[config.mk]
export PLATFORM = sky130hd
export DESIGN_NAME = inst_fetcher
export DESIGN_NICKNAME = d
export VERILOG_FILES = /design/src/rtl/inst_fetcher_pkg.sv /design/src/rtl/fetch_align.sv /design/src/rtl/inst_fetcher.sv
export SDC_FILE = /design/constraint.sdc
export NUM_CORES = 1
export LEC_CHECK = 0
export ABC_AREA = 1
export CORE_ASPECT_RATIO = 0.7
export CORE_MARGIN = 1
export CORE_UTILIZATION = 30
export CTS_CLUSTER_DIAMETER = 100
export DETAILED_ROUTE_END_ITERATION = 10
export PLACE_DENSITY = 0.51
export SETUP_SLACK_MARGIN = 0.4
export SLEW_MARGIN = 20
export SYNTH_ARGS = -nofsm -noshare
export SYNTH_HDL_FRONTEND = slang
export SYNTH_SLANG_ARGS = --single-unit
export TNS_END_PERCENT = 50
[constraint.sdc]
create_clock -name clk_in -period 4.82 [get_ports clk_in]
set_clock_uncertainty 0.1 [all_clocks]
set_input_delay 0.964 -clock clk_in [delete_from_list [all_inputs] [get_ports clk_in]]
set_output_delay 0.964 -clock clk_in [all_outputs]
set_load 0.005 [all_outputs]
[src/rtl/inst_fetcher_pkg.sv]
// inst_fetcher_pkg: shared definitions for the instruction fetch front end.
//   - fetch_state_e : fetcher FSM state encoding
//   - is_rvc()      : RVC length test on a 16-bit parcel (16-bit unless [1:0]==2'b11)
package inst_fetcher_pkg;

    typedef enum logic [1:0] {
        S_LOOK    = 2'd0,
        S_WAIT_LO = 2'd1,
        S_WAIT_HI = 2'd2,
        S_VALID   = 2'd3
    } fetch_state_e;

    function automatic logic is_rvc(input logic [15:0] half);
        return half[1:0] != 2'b11;
    endfunction

endpackage

[src/rtl/fetch_align.sv]
// fetch_align: combinational instruction extraction from a 32-bit word.
// Ports:
//   word_in         : word containing the instruction's first parcel
//   pc_hi_in        : pc[1]; selects upper (1) or lower (0) halfword of word_in
//   next_half_in    : low halfword of the following word (upper parcel of a split inst)
//   is_compressed   : selected parcel is a 16-bit instruction
//   needs_next_word : 32-bit instruction starting at the upper halfword
//   inst_out        : assembled instruction, 16-bit forms zero-extended
module fetch_align
    import inst_fetcher_pkg::*;
(
    input  logic [31:0] word_in,
    input  logic        pc_hi_in,
    input  logic [15:0] next_half_in,
    output logic        is_compressed,
    output logic        needs_next_word,
    output logic [31:0] inst_out
);

    logic [15:0] half;

    always_comb begin
        half            = pc_hi_in ? word_in[31:16] : word_in[15:0];
        is_compressed   = is_rvc(half);
        needs_next_word = pc_hi_in && !is_compressed;
        if (is_compressed) begin
            inst_out = {16'h0000, half};
        end else if (pc_hi_in) begin
            inst_out = {next_half_in, half};
        end else begin
            inst_out = word_in;
        end
    end

endmodule

[src/rtl/inst_fetcher.sv]
// inst_fetcher: fetches aligned words from the icache, extracts one 16/32-bit
// instruction at a halfword-aligned PC and holds it until the decoder issues it.
// Ports:
//   clk_in, rst_in (async, active-low), rdy_in (global freeze when low)
//   icache_req_valid/icache_req_addr   : one-cycle word request
//   icache_resp_valid/icache_resp_data : response pulse with the word
//   start_decode/inst/inst_addr        : instruction presented to the decoder
//   issue_signal/next_pc               : decoder accepted inst, successor PC
//   wrong_predicted/correct_pc         : flush and redirect
module inst_fetcher
    import inst_fetcher_pkg::*;
#(
    parameter logic [31:0] RESET_PC = 32'h0000_0000
) (
    input  logic        clk_in,
    input  logic        rst_in,
    input  logic        rdy_in,
    output logic        icache_req_valid,
    output logic [31:0] icache_req_addr,
    input  logic        icache_resp_valid,
    input  logic [31:0] icache_resp_data,
    output logic        start_decode,
    output logic [31:0] inst,
    output logic [31:0] inst_addr,
    input  logic        issue_signal,
    input  logic [31:0] next_pc,
    input  logic        wrong_predicted,
    input  logic [31:0] correct_pc
);

    fetch_state_e state_q, state_d;
    logic [31:0]  pc_q, pc_d;
    logic         buf_valid_q, buf_valid_d;
    logic [29:0]  buf_addr_q, buf_addr_d;
    logic [31:0]  buf_data_q, buf_data_d;
    logic         drop_q, drop_d;
    logic [15:0]  lo_half_q, lo_half_d;
    logic [31:0]  inst_q, inst_d;
    logic [31:0]  inst_addr_q, inst_addr_d;
    logic         req_valid_q, req_valid_d;
    logic [31:0]  req_addr_q, req_addr_d;

    logic [31:0]  align_word;
    logic         align_pc_hi;
    logic         align_compressed;
    logic         align_needs_next;
    logic [31:0]  align_inst;
    logic         buf_hit;
    logic [29:0]  pc_word_nxt;

    assign buf_hit     = buf_valid_q && (buf_addr_q == pc_q[31:2]);
    assign pc_word_nxt = pc_q[31:2] + 30'd1;   // wraps to word 0 after 0xFFFF_FFFC

    // The aligner sees the buffer in S_LOOK, the fresh word in S_WAIT_LO, and in
    // S_WAIT_HI the held low parcel placed in the upper half so pc_hi=1 selects it.
    always_comb begin
        case (state_q)
            S_WAIT_LO: begin
                align_word  = icache_resp_data;
                align_pc_hi = pc_q[1];
            end
            S_WAIT_HI: begin
                align_word  = {lo_half_q, 16'h0000};
                align_pc_hi = 1'b1;
            end
            default: begin
                align_word  = buf_data_q;
                align_pc_hi = pc_q[1];
            end
        endcase
    end

    fetch_align u_align (
        .word_in         (align_word),
        .pc_hi_in        (align_pc_hi),
        .next_half_in    (icache_resp_data[15:0]),
        .is_compressed   (align_compressed),
        .needs_next_word (align_needs_next),
        .inst_out        (align_inst)
    );

    // State register
    always_ff @(posedge clk_in or negedge rst_in) begin
        if (!rst_in) begin
            state_q     <= S_LOOK;
            pc_q        <= RESET_PC;
            buf_valid_q <= 1'b0;
            buf_addr_q  <= '0;
            buf_data_q  <= '0;
            drop_q      <= 1'b0;
            lo_half_q   <= '0;
            inst_q      <= '0;
            inst_addr_q <= '0;
            req_valid_q <= 1'b0;
            req_addr_q  <= '0;
        end else if (rdy_in) begin
            state_q     <= state_d;
            pc_q        <= pc_d;
            buf_valid_q <= buf_valid_d;
            buf_addr_q  <= buf_addr_d;
            buf_data_q  <= buf_data_d;
            drop_q      <= drop_d;
            lo_half_q   <= lo_half_d;
            inst_q      <= inst_d;
            inst_addr_q <= inst_addr_d;
            req_valid_q <= req_valid_d;
            req_addr_q  <= req_addr_d;
        end
    end

    // Next-state logic
    always_comb begin
        state_d     = state_q;
        pc_d        = pc_q;
        buf_valid_d = buf_valid_q;
        buf_addr_d  = buf_addr_q;
        buf_data_d  = buf_data_q;
        // A pending discard is consumed by whichever response arrives next.
        drop_d      = drop_q && !icache_resp_valid;
        lo_half_d   = lo_half_q;
        inst_d      = inst_q;
        inst_addr_d = inst_addr_q;
        req_valid_d = 1'b0;
        req_addr_d  = req_addr_q;

        if (wrong_predicted) begin
            pc_d    = correct_pc;
            state_d = S_LOOK;
            // A response arriving in this very cycle closes the request, so
            // there is nothing left in flight to discard.
            if ((state_q == S_WAIT_LO || state_q == S_WAIT_HI) && !icache_resp_valid) begin
                drop_d = 1'b1;
            end
        end else begin
            case (state_q)
                S_LOOK: begin
                    if (buf_hit && !align_needs_next) begin
                        inst_d      = align_inst;
                        inst_addr_d = pc_q;
                        state_d     = S_VALID;
                    end else if (!drop_q) begin
                        // No new request while a stale one is still in flight.
                        req_valid_d = 1'b1;
                        if (buf_hit) begin
                            lo_half_d  = buf_data_q[31:16];
                            req_addr_d = {pc_word_nxt, 2'b00};
                            state_d    = S_WAIT_HI;
                        end else begin
                            req_addr_d = {pc_q[31:2], 2'b00};
                            state_d    = S_WAIT_LO;
                        end
                    end
                end
                S_WAIT_LO: begin
                    if (icache_resp_valid) begin
                        buf_valid_d = 1'b1;
                        buf_addr_d  = req_addr_q[31:2];
                        buf_data_d  = icache_resp_data;
                        if (!align_needs_next) begin
                            inst_d      = align_inst;
                            inst_addr_d = pc_q;
                            state_d     = S_VALID;
                        end else begin
                            lo_half_d   = icache_resp_data[31:16];
                            req_valid_d = 1'b1;
                            req_addr_d  = {pc_word_nxt, 2'b00};
                            state_d     = S_WAIT_HI;
                        end
                    end
                end
                S_WAIT_HI: begin
                    if (icache_resp_valid) begin
                        buf_valid_d = 1'b1;
                        buf_addr_d  = req_addr_q[31:2];
                        buf_data_d  = icache_resp_data;
                        inst_d      = align_inst;
                        inst_addr_d = pc_q;
                        state_d     = S_VALID;
                    end
                end
                S_VALID: begin
                    if (issue_signal) begin
                        pc_d    = next_pc;
                        state_d = S_LOOK;
                    end
                end
                default: state_d = S_LOOK;
            endcase
        end
    end

    // Outputs
    always_comb begin
        start_decode     = (state_q == S_VALID);
        inst             = inst_q;
        inst_addr        = inst_addr_q;
        icache_req_valid = req_valid_q;
        icache_req_addr  = req_addr_q;
    end

endmodule

After elaboration in Yosys (flattened, before gate mapping). Cells that the tools add are included.

Bits in latches: 0. Word-level logic and storage cells: 98. Output and inout bits: 98. Register bits after elaboration: 211. Bits in read-only memories: 0. Memories: 0. RAM bits: 0. Input bits: 102.

Muxes and demuxes: 47. Eq/ne operators: 17. Multipliers: 0. Order comparisons: 0. Bitwise gates (word level): 1. Shifts and indexed selects: 0. Add/subtract/negate cells: 1. Reduce and logical (&&, ||, !) cells: 21. Divide/modulo/power cells: 0.

Operators with widths (number): 32-bit two-way mux (18); 32-bit one-hot mux with 3 select lines (2); 32-bit one-hot mux with 2 select lines (2); 16-bit two-way mux (6); 16-bit one-hot mux with 2 select lines (1); 30-bit by 1-bit adder with 30-bit output, second input constant (1); 30-bit equality test (1); 2-bit inequality test, second input constant (9); 2-bit two-way mux (7); 7-bit AND reduction (2); 1-bit two-way mux (9); 2-bit one-hot mux with 4 select lines (1); 8-bit AND reduction (1); 3-bit inequality test, second input constant (2); 2-bit nonzero test (3); 1-bit logical AND (5); 5-bit AND reduction (1); 2-bit equality test, second input constant (2); 4-bit inequality test, second input constant (1); 4-bit AND reduction (1); 1-bit logical NOT (3); 3-bit by 1-bit inequality test with 1-bit output, second input constant (1); 3-bit AND reduction (1); 3-bit nonzero test (1); 6 further kinds (6).

Depth between registers and ports, before layout.
Word-level depth: 11. Gate-level depth with buffers: 17. Mapped depth without buffers: 15.

By module. A second synthesis with hierarchy kept.

Cells, all modules: 1634. Area, all modules: 11464.7 um2.

By module, submodules not included: inst_fetcher (sequential area each 5230.0 um2, area an instance 10946.7 um2, instances 1, cells each 1511); fetch_align (sequential area each 0.0 um2, area an instance 518.0 um2, instances 1, cells each 123).

Worst setup path before layout. OpenSTA, ideal clock, no wires.

Path type: input to register. Start: in wrong_predicted. End: reg pc_q[10]. Data arrival time: 2099 ps. Setup time: 82 ps. Setup slack: 2539 ps. Stages on the path: 6. Data required time: 4638 ps. Buffers on the path: 2. Cell sequence: clkbuf_1 a21oi_1 nor2_1 clkbuf_1 nor2_1 a31oi_1.

Word-level cells in the longest chain between the ends: 2. Elaborated cells between the ends (all ways): 4. Those cells by class: mux (1); reduce/logical (3).

Ends and longest elaborated chain: from (decl) (line inst_fetcher.sv:27) `input logic wrong_predicted,`; 2-bit nonzero test (no source line); 3-bit AND reduction (no source line); to (signal assigned) (line inst_fetcher.sv:98) `pc_q <= pc_d;`; to (decl) (line inst_fetcher.sv:32) `logic [31:0] pc_q, pc_d;`.

Parallel ways exist; a longest one is shown, timed or not. A chain may end at the register's enable or synchronous reset.

Worst setup path in the final report.
Start: reg state_q[0]. End: reg lo_half_q[11].

Word-level cells in the longest chain between the ends: 10. Elaborated cells between the ends (all ways): 19. Those cells by class: eq/ne (8); mux (4); reduce/logical (7).

Ends and longest elaborated chain: from (decl) (line inst_fetcher.sv:31) `fetch_state_e state_q, state_d;`; from (signal assigned) (line inst_fetcher.sv:97) `state_q <= state_d;`; 2-bit equality test or 2-bit by 1-bit equality test with 1-bit output (tied branches) (line inst_fetcher.sv:57, inst_fetcher.sv:135); 32-bit one-hot mux with 2 select lines or 1-bit two-way mux (tied branches) (line inst_fetcher.sv:57) `case (state_q)`; 16-bit two-way mux (line fetch_align.sv:23) `half = pc_hi_in ? word_in[31:16] : word_in[15:0];`; 2-bit inequality test (line inst_fetcher_pkg.sv:14) `return half[1:0] != 2'b11;`; 1-bit logical NOT (line fetch_align.sv:25) `needs_next_word = pc_hi_in && !is_compressed;`; 1-bit logical AND (line fetch_align.sv:25); 1-bit logical NOT; 1-bit logical AND (line inst_fetcher.sv:137) `if (buf_hit && !align_needs_next) begin`; 2-bit inequality test (no source line); 8-bit AND reduction (no source line); to (signal assigned) (line inst_fetcher.sv:103) `lo_half_q <= lo_half_d;`; to (decl) (line inst_fetcher.sv:37) `logic [15:0] lo_half_q, lo_half_d;`.

Parallel ways exist; a longest one is shown, timed or not.

==> flow_summary.toml <==
[floorplan]
fp.dieArea_sq_um = 38600
start_util_pct = 30.5
core-area_sq_um = 37200
rows = 59
die_width_um = 234
pin_count = 200
die_y_um = 165

[worst_setup_path]
cp.arrival_ns = 4.11
r2r_end = "lo_half_q[11]$_DFFE_PN0P_"
startpoint = "state_q[0]$_DFFE_PN0P_"
start_kind = "flip-flop"
critical_path_required_ns = 5.15
endpoint = "lo_half_q[11]$_DFFE_PN0P_"
rr_worst_depth = 14
r2r-start = "state_q[0]$_DFFE_PN0P_"
crit_type = "reg2reg"
crit_path_max_fanout = 48
r2r_setup_slack_ns = 1.04
crit_path_end_kind = "flip-flop"

[place]
dp_cells = 2118
port_buffers = 197
dp_slack_ns = 0.887
place_congestion = 0.864
place_hpwl_mm = 27.2

[power]
leakagePower_nw = 6.91
p_per_area_nw_per_um2 = 610
power_w = 0.00887
vdd_ir_drop_max_v = 0.000269

[routing]
dr.first_iter.drc_count = 886
vias = 10300
viasPerCell = 4.77
wire_per_inst_um = 17.2
drt_wl_total_mm = 37.2
dr.pass1.iters = 5
ant_nets = 0
drc = 0

[grt]
grt-ovfl-total = 0
grt_max_degree = 85
grt_use_total_pct = 19.3
grt_pass1_vias = 9579
grt_pass1_wl_mm = 56.8
antenna_found_initial = 1

[sta]
rsz0062_at_grt = "no"
fmax_mhz = 264
setup_viol = 0
finalCriticalPeriod_ns = 3.78
drv_slew = 0
fin_tns_setup_ns = 0
worst_slack_ns = 1.04
slew_headroom_pct = 34.3
hold_violations = 0
worst_pin_slew_ns = 0.976
fin_crit_sh_pct = 78.5

[synthesis]
synth.distinct_cells = 38
synth_edf_count = 0
synth-seq-cells = 209
yosysSeqAreaShare_pct = 46.1
netlist_top_cells_area = "dfrtp_1 46%, nand2_1 17%, o21ai_2 4.9%"
yosysTopAreaCell = "dfrtp_1"
syn_inst = 1494
yosysWarnings = 0
ys_async_sr_fraction_pct = 100
synth_area_sq_um = 11300
yosys-top-cells-count = "510 x nand2_1, 209 x dfrtp_1, 115 x inv_1, 114 x nor2_1, 91 x nand3_1"
post-synth-top-count-cell = "nand2_1"
synth.avg_cell_area_sq_um = 7.59
synthFlopType = "dfrtp_1"
yosysTopAreaCellShare_pct = 46.1

[status]
status = "complete, no violations"

[cts]
clock_sinks = 209
htreeDepth = 1
ctsResizeCount = 0
holdBufCountCts = 0
post_cts_buffers = 0
clock_path_buffers = 3
clock_latency_ns = 0.54
numCtsBuffers = 24
cts_tree = "built"
clock_tree.root_cell = "clkbuf_16"
clk_pin_slew_ns = 0.06

[cells_and_area]
finalNonFillerCells = 2162
areaGrowthSynthToFinish_pct = 28.2
nets = 1764
layout-drive-gt1-share_pct = 12.2

[min_path]
hp-class = "in2async"

[run]
cap_violations = 0
==> where the power goes <==
part | total [W] | switching (W) | internal, W
sequential | 0.00306 | 0.000593 | 0.00247
clock | 0.00200 | 0.000767 | 0.00124
combinational | 0.00380 | 0.00220 | 0.00161
==> critical path: stages, from the launching register on <==
cell and delay [ns]:
dfrtp_1 0.42, inv_1 0.11, ha_1 0.69, nor2_2 0.03, buf_4 0.25, inv_1 0.10
nand2_1 0.05, nand2_1 0.12, nand2_2 0.13, a21oi_1 0.15, nand2_1 0.09, inv_2 0.71
nand2_2 0.45, nand2_1 0.18, nand2_1 0.07
==> how the worst min path moves through the flow <==
stage	from	end	slack, ns	depth (start not counted)
global placement	lo_half_q[5]$_DFFE_PN0P_	lo_half_q[5]$_DFFE_PN0P_	0.36	2
CTS	rst_in	inst_addr[8]$_DFFE_PN0P_	0.30	1
global route	rst_in	inst_addr[14]$_DFFE_PN0P_	0.32	1
floorplan	lo_half_q[10]$_DFFE_PN0P_	lo_half_q[10]$_DFFE_PN0P_	0.34	2
detailed placement	lo_half_q[3]$_DFFE_PN0P_	lo_half_q[3]$_DFFE_PN0P_	0.36	2
finish	rst_in	pc_q[11]$_DFFE_PN0P_	0.30	1
==> flip-flops by register name, summed over array words and instances (netlist names), 2 cells and up <==
register / cells
buf_addr_q: 30
state_q: 2
inst_addr: 32
pc_q: 32
inst: 32
buf_data_q: 32
lo_half_q: 16
icache_req_addr: 30
==> through the flow <==
step	cell area, sq um	hold slack (ns)	utilization (%)
after global placement	13700	0.357	36.8
after detailed placement	13700	0.360	36.8
after CTS	14500	0.302	39.1
after floorplan	11300	0.342	-
final	14500	0.304	39.1
after global routing	14500	0.322	39.1
==> layout make-up <==
type | count | area (sq um)
Fill cell | 3862 | 22700
Sequential cell | 209 | 5230
Multi-Input combinational cell | 1061 | 5130
Timing Repair Buffer | 218 | 2180
Clock buffer | 36 | 717
Tap cell | 488 | 611
Inverter | 142 | 533
Clock inverter | 7 | 138
Antenna cell | 1 | 2.50
==> metal layers <==
layer / share of wire, % / GRT usage (%) / routed length [um]
met4: 1.8 / 4.11 / 678
met3: 7.6 / 4.89 / 2830
met1: 50 / 29.6 / 18700
met5: 0 / 0 / 0
met2: 40 / 26.6 / 15000
==> placed cells by master (no fill, tap or decap), drive strengths merged, types with 2 or more instances in the layout <==
cell type      instances
a21oi                 49
a31oi                 32
and2                   2
buf                   22
bufinv                 4
clkbuf                37
clkdlybuf4s50        195
clkinv                 3
conb                   2
dfrtp                209
ha                     6
inv                  141
mux2                  10
nand2                542
nand3                 93
nand4                 15
nor2                 121
nor3                   5
nor4                   2
o211ai                 8
o21ai                148
o22ai                  5
o311ai                 5
o31ai                  3
xnor2                  6
xor2                   2
==> cells by family (layout without fill, tap and decap cells) <==
logic type | Yosys count | count (layout) | share of synthesized area (%)
simple gates | 780 | 780 | 28.3
xor+xnor | 8 | 8 | 0.618
buf+inv | 225 | 403 | 8.99
flops | 209 | 209 | 46.1
fa+ha+maj | 6 | 6 | 0.662
other cells | 1 | 3 | 0.0331
mux | 10 | 10 | 0.993
compound gates | 255 | 255 | 14.3
No activity file was read; power rests on OpenSTA's default activity.
